### src/rtl/imem_loader_if.sv
// Boot byte stream (valid/ready) plus the instruction-memory write port.
// master = boot link / memory side, slave = loader side.
interface imem_loader_if #(
    parameter int N = 32
) ();
    logic [7:0]   byte_in;
    logic         byte_valid;
    logic         byte_ready;
    logic         wr_en;
    logic [N-1:0] wr_addr;
    logic [31:0]  wr_data;

    modport master (
        output byte_in,
        output byte_valid,
        input  byte_ready,
        input  wr_en,
        input  wr_addr,
        input  wr_data
    );

    modport slave (
        input  byte_in,
        input  byte_valid,
        output byte_ready,
        output wr_en,
        output wr_addr,
        output wr_data
    );
endinterface

### src/rtl/imem_loader.sv
// Boot-time loader: LE word count, then LE 32-bit words, written to instruction memory.
// Optional trailing XOR checksum byte when IMEM_LOADER_CHECKSUM_EN is defined.
module imem_loader #(
    parameter int N = 32,
    parameter int H = 16
) (
    input  logic           clk,
    input  logic           reset,
    input  logic           load_start,
    imem_loader_if.slave   bus,
    output logic           cpu_hold,
    output logic           load_done,
    output logic           load_error
);
    typedef enum logic [2:0] {
        S_IDLE   = 3'd0,
        S_HDR_LO = 3'd1,
        S_HDR_HI = 3'd2,
        S_DATA   = 3'd3,
        S_DONE   = 3'd4,
        S_ERR    = 3'd5
`ifdef IMEM_LOADER_CHECKSUM_EN
        , S_CHK  = 3'd6
`endif
    } state_e;

`ifdef IMEM_LOADER_CHECKSUM_EN
    localparam state_e S_AFTER_DATA = S_CHK;
`else
    localparam state_e S_AFTER_DATA = S_DONE;
`endif

    localparam logic [15:0] H_W = 16'(H);

    state_e       state_q, state_d;
    logic [15:0]  count_q, count_d;
    logic [15:0]  index_q, index_d;
    logic [1:0]   lane_q, lane_d;
    logic [23:0]  asm_q, asm_d;
    logic         byte_ready_q, byte_ready_d;
    logic         wr_en_q, wr_en_d;
    logic [N-1:0] wr_addr_q, wr_addr_d;
    logic [31:0]  wr_data_q, wr_data_d;
    logic         cpu_hold_q, cpu_hold_d;
    logic         load_done_q, load_done_d;
    logic         load_error_q, load_error_d;
    logic         fire_s;
    logic [15:0]  hdr_count_s;
`ifdef IMEM_LOADER_CHECKSUM_EN
    logic [7:0]   chk_q, chk_d;
`endif

    assign fire_s      = bus.byte_valid && byte_ready_q;
    assign hdr_count_s = {bus.byte_in, count_q[7:0]};

    // Next-state, datapath and registered-output decode.
    always_comb begin
        state_d   = state_q;
        count_d   = count_q;
        index_d   = index_q;
        lane_d    = lane_q;
        asm_d     = asm_q;
        wr_en_d   = 1'b0;
        wr_addr_d = wr_addr_q;
        wr_data_d = wr_data_q;
`ifdef IMEM_LOADER_CHECKSUM_EN
        chk_d     = chk_q;
        if (fire_s) begin
            chk_d = chk_q ^ bus.byte_in;
        end else begin
            chk_d = chk_q;
        end
`endif
        case (state_q)
            S_IDLE, S_DONE, S_ERR: begin
                if (load_start) begin
                    state_d = S_HDR_LO;
`ifdef IMEM_LOADER_CHECKSUM_EN
                    chk_d   = 8'h00;
`endif
                end else begin
                    state_d = state_q;
                end
            end
            S_HDR_LO: begin
                if (fire_s) begin
                    count_d[7:0] = bus.byte_in;
                    state_d      = S_HDR_HI;
                end else begin
                    state_d = state_q;
                end
            end
            S_HDR_HI: begin
                if (fire_s) begin
                    count_d = hdr_count_s;
                    index_d = 16'd0;
                    lane_d  = 2'd0;
                    if (hdr_count_s > H_W) begin
                        state_d = S_ERR;
                    end else if (hdr_count_s == 16'd0) begin
                        state_d = S_AFTER_DATA;
                    end else begin
                        state_d = S_DATA;
                    end
                end else begin
                    state_d = state_q;
                end
            end
            S_DATA: begin
                if (fire_s) begin
                    case (lane_q)
                        2'd0:    asm_d[7:0]   = bus.byte_in;
                        2'd1:    asm_d[15:8]  = bus.byte_in;
                        2'd2:    asm_d[23:16] = bus.byte_in;
                        default: asm_d        = asm_q;
                    endcase
                    if (lane_q == 2'd3) begin
                        wr_en_d   = 1'b1;
                        wr_addr_d = N'({index_q, 2'b00});
                        wr_data_d = {bus.byte_in, asm_q};
                        lane_d    = 2'd0;
                        index_d   = index_q + 16'd1;
                        if (index_q == count_q - 16'd1) begin
                            state_d = S_AFTER_DATA;
                        end else begin
                            state_d = S_DATA;
                        end
                    end else begin
                        lane_d = lane_q + 2'd1;
                    end
                end else begin
                    state_d = state_q;
                end
            end
`ifdef IMEM_LOADER_CHECKSUM_EN
            S_CHK: begin
                if (fire_s) begin
                    if (bus.byte_in == chk_q) begin
                        state_d = S_DONE;
                    end else begin
                        state_d = S_ERR;
                    end
                end else begin
                    state_d = state_q;
                end
            end
`endif
            default: state_d = S_IDLE;
        endcase

        byte_ready_d = 1'b0;
        load_done_d  = 1'b0;
        load_error_d = 1'b0;
        cpu_hold_d   = 1'b1;
        case (state_d)
            S_HDR_LO, S_HDR_HI, S_DATA: byte_ready_d = 1'b1;
`ifdef IMEM_LOADER_CHECKSUM_EN
            S_CHK:                      byte_ready_d = 1'b1;
`endif
            S_DONE: begin
                load_done_d = 1'b1;
                cpu_hold_d  = 1'b0;
            end
            S_ERR:   load_error_d = 1'b1;
            default: byte_ready_d = 1'b0;
        endcase
    end

    // State and output registers; reset discards any partial word.
    always_ff @(posedge clk) begin
        if (reset) begin
            state_q      <= S_IDLE;
            count_q      <= 16'd0;
            index_q      <= 16'd0;
            lane_q       <= 2'd0;
            asm_q        <= 24'd0;
            byte_ready_q <= 1'b0;
            wr_en_q      <= 1'b0;
            wr_addr_q    <= '0;
            wr_data_q    <= 32'd0;
            cpu_hold_q   <= 1'b1;
            load_done_q  <= 1'b0;
            load_error_q <= 1'b0;
`ifdef IMEM_LOADER_CHECKSUM_EN
            chk_q        <= 8'h00;
`endif
        end else begin
            state_q      <= state_d;
            count_q      <= count_d;
            index_q      <= index_d;
            lane_q       <= lane_d;
            asm_q        <= asm_d;
            byte_ready_q <= byte_ready_d;
            wr_en_q      <= wr_en_d;
            wr_addr_q    <= wr_addr_d;
            wr_data_q    <= wr_data_d;
            cpu_hold_q   <= cpu_hold_d;
            load_done_q  <= load_done_d;
            load_error_q <= load_error_d;
`ifdef IMEM_LOADER_CHECKSUM_EN
            chk_q        <= chk_d;
`endif
        end
    end

    assign bus.byte_ready = byte_ready_q;
    assign bus.wr_en      = wr_en_q;
    assign bus.wr_addr    = wr_addr_q;
    assign bus.wr_data    = wr_data_q;
    assign cpu_hold       = cpu_hold_q;
    assign load_done      = load_done_q;
    assign load_error     = load_error_q;
endmodule

### src/flat_wrapper.sv
// flat-port wrapper written by rule: the top's interface ports become plain ports
module imem_loader_flat 
#(
    parameter int N = 32,
    parameter int H = 16
)
  (clk, reset, load_start, cpu_hold, load_done, load_error, bus_byte_in, bus_byte_valid, bus_byte_ready, bus_wr_en, bus_wr_addr, bus_wr_data);
  imem_loader_if #(.N(N)) bus_i ();
  input  logic clk;
  input  logic reset;
  input  logic load_start;
  output logic cpu_hold;
  output logic load_done;
  output logic load_error;
  input wire logic [$bits(bus_i.byte_in)-1:0] bus_byte_in;
  input wire logic [$bits(bus_i.byte_valid)-1:0] bus_byte_valid;
  output wire logic [$bits(bus_i.byte_ready)-1:0] bus_byte_ready;
  output wire logic [$bits(bus_i.wr_en)-1:0] bus_wr_en;
  output wire logic [$bits(bus_i.wr_addr)-1:0] bus_wr_addr;
  output wire logic [$bits(bus_i.wr_data)-1:0] bus_wr_data;
  assign bus_i.byte_in = bus_byte_in;
  assign bus_i.byte_valid = bus_byte_valid;
  assign bus_byte_ready = bus_i.byte_ready;
  assign bus_wr_en = bus_i.wr_en;
  assign bus_wr_addr = bus_i.wr_addr;
  assign bus_wr_data = bus_i.wr_data;
  imem_loader #(.N(N), .H(H)) u_core (.clk(clk), .reset(reset), .load_start(load_start), .bus(bus_i), .cpu_hold(cpu_hold), .load_done(load_done), .load_error(load_error));
endmodule
### config.mk
export PLATFORM = sky130hd
export DESIGN_NAME = imem_loader_flat
export DESIGN_NICKNAME = d
export VERILOG_FILES = /design/src/rtl/imem_loader_if.sv /design/src/rtl/imem_loader.sv /design/src/flat_wrapper.sv
export SDC_FILE = /design/constraint.sdc
export NUM_CORES = 1
export LEC_CHECK = 0
export BUFFER_PORTS_ARGS = -buffer_cell sky130_fd_sc_hd__buf_2
export CAP_MARGIN = 30
export CORE_MARGIN = 8
export CORE_UTILIZATION = 56
export DETAILED_ROUTE_END_ITERATION = 12
export HOLD_SLACK_MARGIN = 0.02
export PLACE_DENSITY = 0.79
export REMOVE_ABC_BUFFERS = 1
export SYNTH_ARGS = -nofsm -noshare
export SYNTH_HDL_FRONTEND = slang
export SYNTH_SLANG_ARGS = --single-unit
### constraint.sdc
create_clock -name clk -period 2.95 [get_ports clk]
set_clock_uncertainty 0.05 [all_clocks]
set_input_delay 0.295 -clock clk [delete_from_list [all_inputs] [get_ports clk]]
set_output_delay 0.295 -clock clk [all_outputs]
set_load 0.01 [all_outputs]
==> impl_metrics.json <==
{
  "r2r_setup_slack_ps": 190,
  "hpwl_um": 8920,
  "diodes": 0,
  "via_count": 4726,
  "syn_inst": 659,
  "setup_tns_ps": 0,
  "drt-initial-drc-count": 383,
  "avgViaCountPerCell": 5.71,
  "max-slew-margin-rel": 0.608,
  "netlist_area_um2": 5150,
  "setup_viol": 0,
  "grt_pass1_wl_um": 21900,
  "gp_congestion": 0.894,
  "postCtsSetupBuffers": 0,
  "grt_use_met3": 0.0509,
  "busiest_layer": "met2",
  "use_met1": 0.257,
  "synthFlopType": "dfxtp_1",
  "drive_gt1_frac": 0.169,
  "path_max_fanout": 8,
  "layout_commonest_cell": "nand2_1",
  "seq_area_frac_synth": 0.443,
  "clk_pin_slew_ps": 60,
  "final_nets": 722,
  "timing.final.crit_share": 0.935,
  "cts_num_sinks": 114,
  "dr.pass1.iters": 6,
  "crit_buf_inv": 1,
  "clk_path_buf_depth": 2,
  "timing.rr.end": "u_core.bus.byte_ready",
  "layout_common_cells": "nand2_1, dfxtp_1, a21oi_1",
  "final-max-slew-violation-count": 0,
  "hold_viol_final": 0,
  "die_height_um": 112,
  "max_cap_viol_count": 0,
  "synth_top_area_frac": 0.443,
  "path_delay_family": "simple AND/OR/NAND/NOR gates",
  "required_ps": 3290,
  "grt_usage": 0.213,
  "critPathMaxStageDelay_ps": 550,
  "ys_types": 56,
  "cts_hold_buf": 0,
  "cts_made_buffers": 17,
  "antenna_found_initial": 0,
  "p_per_area_nw_per_um2": 623,
  "min_period_ps": 2760,
  "async_flop_share": 0,
  "synth_area_per_cell_um2": 7.81,
  "worst_pin_slew_ps": 584,
  "clockRootBuffer": "clkbuf_8",
  "cts_resized": 0,
  "first_global_vias": 4481,
  "detail-route-antenna-nets": 0,
  "dieArea_um2": 12500,
  "clock_latency_ps": 520,
  "synth.largest_area_cell": "dfxtp_1",
  "synthTopCellsByArea": "dfxtp_1, nand2_1, a21oi_1",
  "r2r_start": "u_core.count_q[0]",
  "crit_type": "reg2reg",
  "reg2reg_depth": 9,
  "routed_wl_um": 13500,
  "arrival_ps": 3100,
  "start_util": 0.568,
  "grt_max_degree": 51,
  "drc": 0,
  "ys_warn_count": 0,
  "h-tree-depth": 4,
  "worstPathCellList": "inv_1 -> ha_2 -> or4b_4 -> or3_4 -> nor3b_2 -> o2111ai_1 -> nor4b_2 -> a21o_2 -> a31oi_1",
  "port_buffers": 64,
  "min-delay-start": "bus_byte_in[1]",
  "totalPowerFinal_uw": 3760,
  "die_x_um": 112,
  "whs_path_depth": 3,
  "wl_per_cell_um": 16.3,
  "grt.overflow.total": 0,
  "rows": 35,
  "outcome": "finished, final reports clean",
  "hold_end": "u_core.bus.wr_data[25]",
  "synth_seq_cells": 114,
  "max_clock_freq_mhz": 363,
  "coreArea_um2": 9060,
  "cts_tree": "done",
  "end_kind": "flop",
  "min_path_type": "in2reg",
  "synth-edff-count": 0,
  "slowest_stage": "or4b_4",
  "rsz0062_at_grt": "false",
  "syn_to_final_growth_pct": 17.1,
  "grt_util_met2": 0.363,
  "irDropWorstVdd_mv": 0.429,
  "leakage_uw": 0.00230,
  "ios": 81,
  "start_kind": "flop"
}
-- worst reg2reg max path: cells and delay by family (launching register included) --
kind | cells | cell delay [ps]
AOI/OAI and AO/OA | 3 | 490
adders and majority gates | 1 | 250
buffers and inverters | 1 | 90
DFF | 1 | 350
and+or+nand+nor | 4 | 1410
-- synth_stat cells, drive strengths merged (3+ instances only) --
library cell	instances
nand2	143
dfxtp	114
a21oi	101
clkbuf	40
nor2	38
nand3	33
buf	25
o21ai	18
xnor2	18
xor2	15
nor3	14
inv	13
nor4	12
or3	8
ha	6
a31oi	5
nand4	5
and3	4
o2111ai	4
and3b	3
nor4b	3
or2	3
-- logic make-up (layout without fill, tap and decap cells) --
logic type,after synthesis,in the layout,share of synthesized area
AO/OA/AOI/OAI,143,143,0.153
XOR/XNOR,33,33,0.0562
adder cells (fa/ha/maj),6,6,0.0146
multiplexers,3,3,0.00608
flip-flops,114,114,0.443
other,1,16,0.000729
buffers and inverters,78,121,0.0710
AND/OR/NAND/NOR,281,281,0.255
-- layer usage --
metal	vias to the layer above	share of wire	routed length, um
met5	-	0	0
met4	0	0.017	224
met3	26	0.060	812
met2	173	0.49	6620
met1	2229	0.43	5860
li1	2298	-	-
-- stage by stage --
step / hold WS, ps / utilization / std cells / setup slack [ps] / cell area [um2]
floorplan: 314 / - / 609 / -587 / 4890
CTS: 39.3 / 0.663 / 828 / 33.3 / 6010
finish: 56.8 / 0.665 / 828 / 191 / 6030
global placement: 388 / 0.600 / 796 / 210 / 5440
detailed placement: 393 / 0.600 / 796 / 83.3 / 5440
global route: 60.3 / 0.665 / 828 / 14.6 / 6030
-- flip-flops by register name, summed over array words and instances (netlist names) --
| name | count |
|---|---|
| u_core.load_done | 1 |
| u_core.load_error | 1 |
| u_core.cpu_hold | 1 |
| u_core.asm_q | 24 |
| u_core.count_q | 16 |
| u_core.bus.wr_addr | 16 |
| u_core.bus.byte_ready | 1 |
| u_core.state_q | 3 |
| u_core.lane_q | 2 |
| u_core.index_q | 16 |
| u_core.bus.wr_data | 32 |
| u_core.bus.wr_en | 1 |
-- cell type report --
class / instances / area (um2)
tap: 111 / 139
clock buffer: 18 / 418
multi-input combinational: 482 / 2580
clock inverter: 14 / 153
inverter: 13 / 48.8
timing repair buffer: 76 / 410
fill: 781 / 3040
sequential: 114 / 2280
-- worst max-delay path by stage --
stage,startpoint,slack [ps],depth (start not counted),end
6_report,u_core.count_q[0],190,9,u_core.bus.byte_ready
3_3_place_gp,u_core.count_q[0],210,8,u_core.load_done
2_1_floorplan,u_core.state_q[0],-590,4,u_core.bus.wr_addr[10]
3_5_place_dp,u_core.count_q[0],80,8,u_core.load_done
5_1_grt,u_core.count_q[0],10,9,u_core.load_error
4_1_cts,u_core.count_q[0],30,9,u_core.bus.byte_ready
-- power by group --
| part | switching [uW] | leakage, uW | internal [uW] |
|---|---|---|---|
| Sequential | 19.5 | 0.000919 | 1550 |
| Combinational | 138 | 0.00111 | 68.6 |
| Clock | 771 | 0.000269 | 1210 |
| Total | 928 | 0.00230 | 2830 |
(Power assumes the default switching activity.)
